### src/rtl/mem_port_arbiter.sv
// Purpose  : shares one single-ported memory between instruction fetch (IF) and data access (MEM).
// Latency  : a request sampled in IDLE at cycle N drives mem_req_o at N+1. It is acked in the first cycle >= N+1 with mem_ready_i.
// Backpress: requesters hold req until their one-cycle ack. stall_o is high while any request is not acked this cycle.
//
// Ports:
//   clk_i, rst_i            clock (rising edge), asynchronous active-high reset
//   if_req_i/if_addr_i      fetch request and address
//   if_ack_o/if_data_o      fetch done pulse and instruction (zero when no ack)
//   dm_req_i/dm_we_i        data request and store enable
//   dm_addr_i/dm_wdata_i    data address and store data
//   dm_ack_o/dm_rdata_o     data done pulse and load data (zero when no ack)
//   mem_req_o/mem_we_o      memory request and write enable (registered)
//   mem_addr_o/mem_wdata_o  memory address and write data (registered, held during an access)
//   mem_ready_i/mem_rdata_i memory completes the access this cycle, with read data
//   stall_o                 pipeline stall: some request is pending and not acked this cycle
//   busy_o                  arbiter is not idle
module mem_port_arbiter #(
   parameter int ADDR_W     = 32,
   parameter int DATA_W     = 32,
   parameter int STARVE_MAX = 4
) (
   input  logic              clk_i,
   input  logic              rst_i,

   input  logic              if_req_i,
   input  logic [ADDR_W-1:0] if_addr_i,
   output logic              if_ack_o,
   output logic [DATA_W-1:0] if_data_o,

   input  logic              dm_req_i,
   input  logic              dm_we_i,
   input  logic [ADDR_W-1:0] dm_addr_i,
   input  logic [DATA_W-1:0] dm_wdata_i,
   output logic              dm_ack_o,
   output logic [DATA_W-1:0] dm_rdata_o,

   output logic              mem_req_o,
   output logic              mem_we_o,
   output logic [ADDR_W-1:0] mem_addr_o,
   output logic [DATA_W-1:0] mem_wdata_o,
   input  logic              mem_ready_i,
   input  logic [DATA_W-1:0] mem_rdata_i,

   output logic              stall_o,
   output logic              busy_o
);

   localparam int               CNT_W   = $clog2(STARVE_MAX + 1);
   localparam logic [CNT_W-1:0] CNT_MAX = CNT_W'(STARVE_MAX);

   typedef enum logic [1:0] {
      ST_IDLE   = 2'd0,
      ST_GNT_IF = 2'd1,
      ST_GNT_DM = 2'd2
   } state_t;

   state_t              state_q,      state_d;
   logic                mem_req_q,    mem_req_d;
   logic                mem_we_q,     mem_we_d;
   logic [ADDR_W-1:0]   mem_addr_q,   mem_addr_d;
   logic [DATA_W-1:0]   mem_wdata_q,  mem_wdata_d;
   logic [CNT_W-1:0]    starve_cnt_q, starve_cnt_d;

   logic                grant_if;
   logic                grant_dm;
   logic                go_idle;
   logic                if_waiting;
   logic [CNT_W-1:0]    starve_inc;

   // Acks depend only on the granted state and the memory handshake, so they
   // are mutually exclusive by construction.
   assign if_ack_o   = (state_q == ST_GNT_IF) && mem_ready_i;
   assign dm_ack_o   = (state_q == ST_GNT_DM) && mem_ready_i;
   assign if_data_o  = if_ack_o ? mem_rdata_i : '0;
   assign dm_rdata_o = dm_ack_o ? mem_rdata_i : '0;

   assign stall_o    = (if_req_i && !if_ack_o) || (dm_req_i && !dm_ack_o);
   assign busy_o     = (state_q != ST_IDLE);

   assign mem_req_o   = mem_req_q;
   assign mem_we_o    = mem_we_q;
   assign mem_addr_o  = mem_addr_q;
   assign mem_wdata_o = mem_wdata_q;

   assign starve_inc = (starve_cnt_q == CNT_MAX) ? CNT_MAX : starve_cnt_q + CNT_W'(1);

   // Grant decision. In IDLE the data port wins unless fetch has been passed
   // over STARVE_MAX times in a row. In an ack cycle, the acked requester's
   // request counts as consumed, so only the other side can be chained in.
   always_comb begin
      grant_if   = 1'b0;
      grant_dm   = 1'b0;
      go_idle    = 1'b0;
      if_waiting = 1'b0;
      case (state_q)
         ST_IDLE: begin
            if_waiting = if_req_i;
            if (dm_req_i && (starve_cnt_q < CNT_MAX)) begin
               grant_dm = 1'b1;
            end else if (if_req_i) begin
               grant_if = 1'b1;
            end else if (dm_req_i) begin
               grant_dm = 1'b1;
            end
         end
         ST_GNT_IF: begin
            if (mem_ready_i) begin
               if (dm_req_i) grant_dm = 1'b1;
               else          go_idle  = 1'b1;
            end
         end
         ST_GNT_DM: begin
            if (mem_ready_i) begin
               if (if_req_i) grant_if = 1'b1;
               else          go_idle  = 1'b1;
            end
         end
         default: go_idle = 1'b1;
      endcase
   end

   always_comb begin
      state_d      = state_q;
      mem_req_d    = mem_req_q;
      mem_we_d     = mem_we_q;
      mem_addr_d   = mem_addr_q;
      mem_wdata_d  = mem_wdata_q;
      starve_cnt_d = starve_cnt_q;

      if (grant_dm) begin
         state_d     = ST_GNT_DM;
         mem_req_d   = 1'b1;
         mem_we_d    = dm_we_i;
         mem_addr_d  = dm_addr_i;
         mem_wdata_d = dm_wdata_i;
         // A fetch that is still waiting makes this grant one more pass-over.
         // The fetch request in an IF ack cycle is already served and does not count.
         starve_cnt_d = if_waiting ? starve_inc : '0;
      end else if (grant_if) begin
         state_d      = ST_GNT_IF;
         mem_req_d    = 1'b1;
         mem_we_d     = 1'b0;
         mem_addr_d   = if_addr_i;
         mem_wdata_d  = '0;
         starve_cnt_d = '0;
      end else if (go_idle) begin
         // Address, data and write enable keep their last values. With
         // mem_req_o low they are ignored by the memory.
         state_d   = ST_IDLE;
         mem_req_d = 1'b0;
      end
   end

   always_ff @(posedge clk_i or posedge rst_i) begin
      if (rst_i) begin
         state_q      <= ST_IDLE;
         mem_req_q    <= 1'b0;
         mem_we_q     <= 1'b0;
         mem_addr_q   <= '0;
         mem_wdata_q  <= '0;
         starve_cnt_q <= '0;
      end else begin
         state_q      <= state_d;
         mem_req_q    <= mem_req_d;
         mem_we_q     <= mem_we_d;
         mem_addr_q   <= mem_addr_d;
         mem_wdata_q  <= mem_wdata_d;
         starve_cnt_q <= starve_cnt_d;
      end
   end

`ifndef SYNTHESIS
   a_ack_exclusive: assert property (@(posedge clk_i) disable iff (rst_i)
      !(if_ack_o && dm_ack_o));

   a_req_matches_state: assert property (@(posedge clk_i) disable iff (rst_i)
      mem_req_o == busy_o);

   a_hold_while_waiting: assert property (@(posedge clk_i) disable iff (rst_i)
      (mem_req_o && !mem_ready_i) |=>
         (mem_req_o && $stable(mem_we_o) && $stable(mem_addr_o) && $stable(mem_wdata_o)));
`endif

endmodule
### config.mk
export PLATFORM = sky130hd
export DESIGN_NAME = mem_port_arbiter
export DESIGN_NICKNAME = d
export VERILOG_FILES = /design/src/rtl/mem_port_arbiter.sv
export SDC_FILE = /design/constraint.sdc
export NUM_CORES = 1
export LEC_CHECK = 0
export CORE_MARGIN = 3
export CORE_UTILIZATION = 36
export CTS_BUF_LIST = sky130_fd_sc_hd__clkbuf_8
export CTS_CLUSTER_DIAMETER = 40
export DETAILED_ROUTE_END_ITERATION = 10
export GPL_TIMING_DRIVEN = 0
export PLACE_DENSITY = 0.84
export SYNTH_ARGS = -nofsm -noshare
export SYNTH_HDL_FRONTEND = slang
export SYNTH_SLANG_ARGS = --single-unit
### constraint.sdc
create_clock -name clk_i -period 3.2 [get_ports clk_i]
set_input_delay 0.8 -clock clk_i [delete_from_list [all_inputs] [get_ports clk_i]]
set_output_delay 0.8 -clock clk_i [all_outputs]
set_load 0.005 [all_outputs]
# After elaboration in Yosys (flattened, before gate mapping)

Cells that the tools add are included.

Bits in registers: 71
Input port bits: 134
Output and inout port bits: 134

Add/subtract/negate cells: 1
Multiplexer cells: 33
Reduce and logical (&&, ||, !) cells: 12
Magnitude comparators: 1
Equal/unequal tests: 3

Operator list:

| kind                                                                   | count |
|---|---|
| 32-bit 2-to-1 mux                                                      | 6 |
| 1-bit 2-to-1 mux                                                       | 17 |
| 3-bit 2-to-1 mux                                                       | 4 |
| 2-bit 2-to-1 mux                                                       | 3 |
| 1-bit logical AND                                                      | 5 |
| 1-bit one-hot mux with 2 select lines                                  | 2 |
| 2-bit nonzero test                                                     | 2 |
| 3-bit by 1-bit adder with 3-bit output (second input constant)         | 1 |
| 3-bit equality test (second input constant)                            | 1 |
| 3-bit < comparator (second input constant)                             | 1 |
| 1-bit one-hot mux with 3 select lines                                  | 1 |
| 3-bit nonzero test                                                     | 1 |
| 2-bit by 1-bit equality test with 1-bit output (second input constant) | 1 |
| 2-bit equality test (second input constant)                            | 1 |
| 1-bit logical NOT                                                      | 2 |
| 2-bit logical NOT                                                      | 1 |
| 1-bit logical OR                                                       | 1 |

# Logic depth before layout (Yosys ltp)

Gate-level depths: netlist (run 1).

Word-level depth: 6
Depth in mapped cells: 9
Mapped depth without buffers: 7

# Worst setup path before layout (run 1)

No wires, ideal clock.

Path kind: input port to output port
Start point: in mem_ready_i
End point: out dm_rdata_o[0]
Buffers on the path: 2
Stages: 3
Slack: 0.996 ns
Arrival time: 1.404 ns
Path through: clkbuf_1 clkbuf_1 and3_1

Longest elaborated chain between the ends: 2

RTL lines:

| what              | RTL line | text |
|---|---|---|
| start, declared   | 41       | `input logic mem_ready_i,` |
| 1-bit logical AND | 73       | `assign dm_ack_o = (state_q == ST_GNT_DM) && mem_ready_i;` |
| 32-bit 2-to-1 mux | 75       | `assign dm_rdata_o = dm_ack_o ? mem_rdata_i : '0;` |
| end, declared     | 35       | `output logic [DATA_W-1:0] dm_rdata_o,` |

No other way between the ends.

# Worst setup path in the final report (run 1)

Start point: in dm_req_i
End point: out stall_o

Longest elaborated chain between the ends: 2

RTL lines:

| what              | RTL line | text |
|---|---|---|
| start, declared   | 30       | `input logic dm_req_i,` |
| 1-bit logical AND | 77       | `assign stall_o = (if_req_i && !if_ack_o) \|\| (dm_req_i && !dm_ack_o);` |
| 1-bit logical OR  | 77       |  |
| end, declared     | 44       | `output logic stall_o,` |

No other way between the ends.

==> flow_metrics.tcl, run 1 <==
set metrics [dict create \
    outcome "completed" \
    post-synth-top-area-cell "dfrtp_1" \
    cts_inserted_buffers 9 \
    cts_setup_buffers 0 \
    avgSynthCellArea_um2 8.236 \
    crit_type "primary input to primary output" \
    synth_warnings 0 \
    wl_um 14720 \
    rsz0062_at_grt "false" \
    finalSetupTns_ns 0 \
    seq_area_frac_synth_pct 48.70 \
    drive_above_1_share_pct 6.887 \
    start_util_pct 37.16 \
    crit_path_cell_trace "clkdlybuf4s50_1 > inv_1 > o21ai_0 > clkdlybuf4s50_1" \
    fmax_mhz 323.7 \
    drv_slew 0 \
    fin_skew_ns 0.01215 \
    tightest_slew_ns 0.8656 \
    total_power_mw 5.055 \
    ant_nets 0 \
    slew_headroom_pct 42.29 \
    fin_nets 860 \
    reg2reg_slack_ns 1.18 \
    area_growth_pct 85.25 \
    power_density_nw_per_um2 747.8 \
    first_pass_iters 4 \
    tritoncts "built" \
    chipWidth_um 106.7 \
    synthCells 443 \
    slowest_stage "clkdlybuf4s50_1" \
    maxCapViolCount 0 \
    vias 4310 \
    drtIter0Drc 243 \
    holdBufCountCts 0 \
    grt_overflow 0 \
    syn-num-nets 582 \
    core_region_area_um2 9819 \
    h-tree-depth 3 \
    port_buffers 267 \
    track_usage_pct 25.30 \
    die_h_um 106.7 \
    drt-vias-per-instance 4.988 \
    grt_pass1_vias 4455 \
    final.min_clock_period_ns 3.089 \
    dieArea_um2 11380 \
    cellLeakagePower_nw 3.212 \
    whs_ns 0.4813 \
    ios 268 \
    final_hold_viol_count 0 \
    clock_sinks 71 \
    holdCritPathClass "flop to flop" \
    final_common_cell "clkdlybuf4s50_1" \
    synth.area.top_cells "dfrtp_1 49%, and3_1 11%, nand2_1 11%" \
    placementRows 36 \
    finalCritPeriodShare_pct 96.54 \
    hpwl_um 11870 \
    ys_ff_latch 71 \
    max_stage_delay_ns 0.62 \
    clk_latency_ns 0.34 \
    cp.required_ns 2.40 \
    cts_root_buf "clkbuf_8" \
    netlist_area_um2 3648 \
    wl_per_cell_um 17.04 \
    drc 0 \
    cp_common_cell "clkdlybuf4s50_1" \
    ir_drop_uv 491.0 \
    worstPathArrival_ns 2.29 \
    place_inst 843 \
    clkSlewWorstSetupHoldPaths_ns 0.08 \
    end_kind "primary output" \
    grt_max_degree 72 \
    gp_congestion 0.8772 \
    finalSetupViolCount 0 \
    antenna_found_initial 5 \
    fin_cells 864 \
    grt_pass1_wl_um 22580 \
    path_max_fanout 6 \
    clockBufferDepth 2 \
    yosysUniqueCellTypes 24 \
    final_cell_mix "266 x clkdlybuf4s50_1, 104 x nand2_1, 71 x dfrtp_1, 68 x a21oi_1, 62 x and3_1" \
    fill_cells 808 \
    cp-start-kind "primary input" \
    yosys.area.top_type_share_pct 48.70 \
]
-- what timing repair did --
| action | in CTS | in global routing |
|---|---|---|
| setup endpoints to repair | 52 | 45 |
| resized for setup | 11 | 6 |
| pin swaps | 0 | 0 |
-- stage by stage --
stage | area, um^2 | utilization, % | setup WS [ns]
floorplan | 3649 | - | 0.6034
global placement | 6487 | 66.07 | -0.5957
detailed placement | 6490 | 66.09 | -0.3358
CTS | 6741 | 68.65 | 0.002459
global route | 6759 | 68.83 | 0.02513
finish | 6759 | 68.83 | 0.1106
-- final timing paths --
check,depth (start not counted),from,endpoint
min in group asynchronous,2,rst_i,mem_wdata_o[19]
min reg2reg,1,mem_req_o,mem_req_o
max reg2reg,7,state_q[0],mem_addr_o[28]
min,1,mem_req_o,mem_req_o
max in group asynchronous,2,rst_i,state_q[0]
max,4,dm_req_i,stall_o
-- layer usage --
metal	up-vias	GRT usage [%]	share of wire [%]
li1	2047	-	-
met1	2013	25.46	34
met2	215	46.76	52
met3	35	8.188	9.1
met4	0	12.15	4.2
met5	-	0	0
-- Yosys cell counts --
library cell  number
ha_1               5
a21o_1             1
a22oi_4            1
nand2b_1           1
inv_2              1
nand2_1          104
a21oi_1           68
a21boi_2           1
buf_2              8
clkbuf_1          17
nand3_1           37
mux2i_1            1
buf_4              8
inv_1              7
buf_6              4
and3_1            64
o21ai_2            1
o21ai_0            4
a22o_2             1
a31oi_1            1
and2_4             2
nor2_1            34
o21a_1             1
dfrtp_1           71
-- where the power goes --
group / internal (mW) / switching [mW] / leakage (nW)
Sequential: 1.31 / 0.224 / 0.866
Clock: 0.459 / 0.347 / 0.120
Combinational: 1.49 / 1.22 / 2.23
Total: 3.26 / 1.79 / 3.21
-- area by class of cell --
| class | instances | area (um^2) | area share, % |
|---|---|---|---|
| timing repair buffer | 267 | 2675 | 39.58 |
| sequential | 71 | 1777 | 26.29 |
| multi-input combinational | 327 | 1643 | 24.31 |
| buffer | 37 | 230.2 | 3.406 |
| tap | 133 | 166.4 | 2.462 |
| clock buffer | 10 | 137.6 | 2.036 |
| clock inverter | 6 | 85.08 | 1.259 |
| inverter | 8 | 32.53 | 0.4813 |
| antenna | 5 | 12.51 | 0.1851 |
-- critical path, delay by kind of cell --
family,cells,cell delay (ns)
compound gates,1,0.22
buf+inv,3,1.27
-- sequential cells by signal, summed over array words and instances, names as in the netlist --
register / count
mem_addr_o: 32
mem_wdata_o: 32
state_q: 2
mem_we_o: 1
starve_cnt_q: 3
mem_req_o: 1
-- logic make-up (layout without fill, tap and decap cells) --
| group | count (synthesis) | in the layout | synth area share (%) |
|---|---|---|---|
| other | 0 | 5 | 0 |
| AND/OR/NAND/NOR | 242 | 242 | 30.90 |
| multiplexers | 1 | 1 | 0.2744 |
| adder cells (fa/ha/maj) | 5 | 5 | 1.715 |
| flip-flops | 71 | 71 | 48.70 |
| AO/OA/AOI/OAI | 79 | 79 | 11.87 |
| buffers and inverters | 45 | 328 | 6.550 |
No activity file was read; power rests on OpenSTA's default activity.
==> inputs of run 2 (changes only) <==
--- a/config.mk
+++ b/config.mk
@@ -12,6 +12,7 @@
 export DETAILED_ROUTE_END_ITERATION = 10
 export GPL_TIMING_DRIVEN = 0
 export PLACE_DENSITY = 0.84
+export SLEW_MARGIN = 10
 export SYNTH_ARGS = -nofsm -noshare
 export SYNTH_HDL_FRONTEND = slang
 export SYNTH_SLANG_ARGS = --single-unit
==> flow_metrics.tcl, run 2 (same netlist as run 1, synthesis figures left out) <==
set metrics [dict create \
    path_max_fanout 10 \
    clkSlewWorstSetupHoldPaths_ns 0.07 \
    finalCritPeriodShare_pct 95.68 \
    clockBufferDepth 2 \
    antenna_found_initial 5 \
    outcome "completed" \
    fmax_mhz 326.6 \
    rsz0062_at_grt "false" \
    end_kind "primary output" \
    drc 0 \
    ios 268 \
    vias 4344 \
    final_common_cell "clkdlybuf4s50_1" \
    grt_pass1_wl_um 23190 \
    drive_above_1_share_pct 7.153 \
    placementRows 36 \
    core_region_area_um2 9819 \
    holdCritPathClass "flop to flop" \
    drv_slew 0 \
    area_growth_pct 86.76 \
    drt-vias-per-instance 5.022 \
    drtIter0Drc 181 \
    layout_setup_ws_ns 0.1382 \
    final_cell_mix "266 x clkdlybuf4s50_1, 104 x nand2_1, 71 x dfrtp_1, 68 x a21oi_1, 63 x and3_1" \
    track_usage_pct 26.00 \
    dieArea_um2 11380 \
    gp_congestion 0.8772 \
    fin_skew_ns 0.008377 \
    cp.required_ns 2.40 \
    wl_um 15000 \
    hpwl_um 11940 \
    die_h_um 106.7 \
    clock_sinks 71 \
    slew_headroom_pct 62.13 \
    fin_nets 861 \
    tritoncts "built" \
    tightest_slew_ns 0.5680 \
    first_pass_iters 4 \
    regArea_um2 1777 \
    h-tree-depth 3 \
    chipWidth_um 106.7 \
    grt_pass1_vias 4501 \
    power_density_nw_per_um2 758.8 \
    worstPathArrival_ns 2.26 \
    ant_nets 0 \
    cp-start-kind "flop" \
    final_util_pct 69.39 \
    ir_drop_uv 448.8 \
    place_ws_ns -0.3176 \
    final_hold_viol_count 0 \
    cts_setup_buffers 0 \
    cts_inserted_buffers 9 \
    grt_max_degree 43 \
    wl_per_cell_um 17.34 \
    port_buffers 267 \
    finalSetupViolCount 0 \
    clk_latency_ns 0.35 \
    multi_input_area_um2 1638 \
    cts_root_buf "clkbuf_8" \
    maxCapViolCount 0 \
    start_util_pct 37.16 \
    crit_type "flop to primary output" \
    grt_overflow 0 \
    fill_cells 791 \
    final.min_clock_period_ns 3.062 \
    cellLeakagePower_nw 3.235 \
]
run 2: power by group:
| part | internal, mW | leakage [nW] | switching (mW) |
|---|---|---|---|
| sequential | 1.31 | 0.866 | 0.225 |
| clock | 0.561 | 0.130 | 0.347 |
| combinational | 1.49 | 2.24 | 1.23 |
run 2: per-layer routing:
| layer | track usage (%) | wire, um | vias up |
|---|---|---|---|
| met1 | 26.05 | 5153 | 2025 |
| met4 | 13.42 | 673 | 0 |
| met3 | 7.225 | 1305 | 43 |
| met5 | 0 | 0 | - |
| li1 | - | - | 2050 |
| met2 | 48.61 | 7868 | 226 |
run 2: critical path, cell delays in order (launching register included):
cell             delay (ns)
dfrtp_1                0.40
inv_1                  0.09
ha_1                   0.31
clkbuf_1               0.33
and3_1                 0.27
clkdlybuf4s50_1        0.52
run 2: path summary, 6_finish.rpt:
check / start / to / slack, ns / cells past startpoint
min in group asynchronous: rst_i / mem_wdata_o[9] / 0.80 / 2
max in group asynchronous: rst_i / mem_wdata_o[28] / 1.86 / 3
hold / removal: mem_req_o / mem_req_o / 0.48 / 1
hold reg to reg: mem_req_o / mem_req_o / 0.48 / 1
setup reg to reg: state_q[0] / mem_addr_o[25] / 1.16 / 7
setup / recovery: state_q[0] / dm_rdata_o[18] / 0.14 / 5
run 2: through the flow:
step / TNS (ns) / hold slack (ns) / total power [mW] / cell area [um^2] / std cells
2_1_floorplan: 0 / 0.4736 / 2.707 / 3649 / 443
3_3_place_gp: -52.40 / 0.4706 / 4.156 / 6487 / 843
3_5_place_dp: -11.92 / 0.4688 / 4.274 / 6510 / 844
4_1_cts: 0 / 0.4815 / 5.202 / 6789 / 860
5_1_grt: 0 / 0.5039 / 5.538 / 6814 / 865
6_report: 0 / 0.4785 / 5.171 / 6814 / 865
run 2: area by class of cell:
| cell class | count | share of cell area (%) |
|---|---|---|
| diodes | 5 | 0.1836 |
| plain buffers | 37 | 3.489 |
| clock buffers | 11 | 2.222 |
| clock inverters | 5 | 1.524 |
| inverters | 8 | 0.4774 |
| multi-input cells | 327 | 24.04 |
| flip-flops and latches | 71 | 26.07 |
| well taps | 133 | 2.442 |
| repair buffers | 268 | 39.55 |
run 2: what timing repair did:
| action | 4_1_cts | 5_1_grt |
|---|---|---|
| hold buffers | 0 | 0 |
| cloned | 0 | 0 |
| setup endpoints to repair | 51 | 45 |
| resized for setup | 10 | 9 |
==> inputs of run 3 (changes only) <==
--- a/config.mk
+++ b/config.mk
@@ -8,7 +8,7 @@
 export CORE_MARGIN = 3
 export CORE_UTILIZATION = 36
 export CTS_BUF_LIST = sky130_fd_sc_hd__clkbuf_8
-export CTS_CLUSTER_DIAMETER = 40
+export CTS_CLUSTER_DIAMETER = 200
 export DETAILED_ROUTE_END_ITERATION = 10
 export GPL_TIMING_DRIVEN = 0
 export PLACE_DENSITY = 0.84
==> results of run 3 <==
Same layout as run 2: the final DEF is identical, and so are final timing and power.
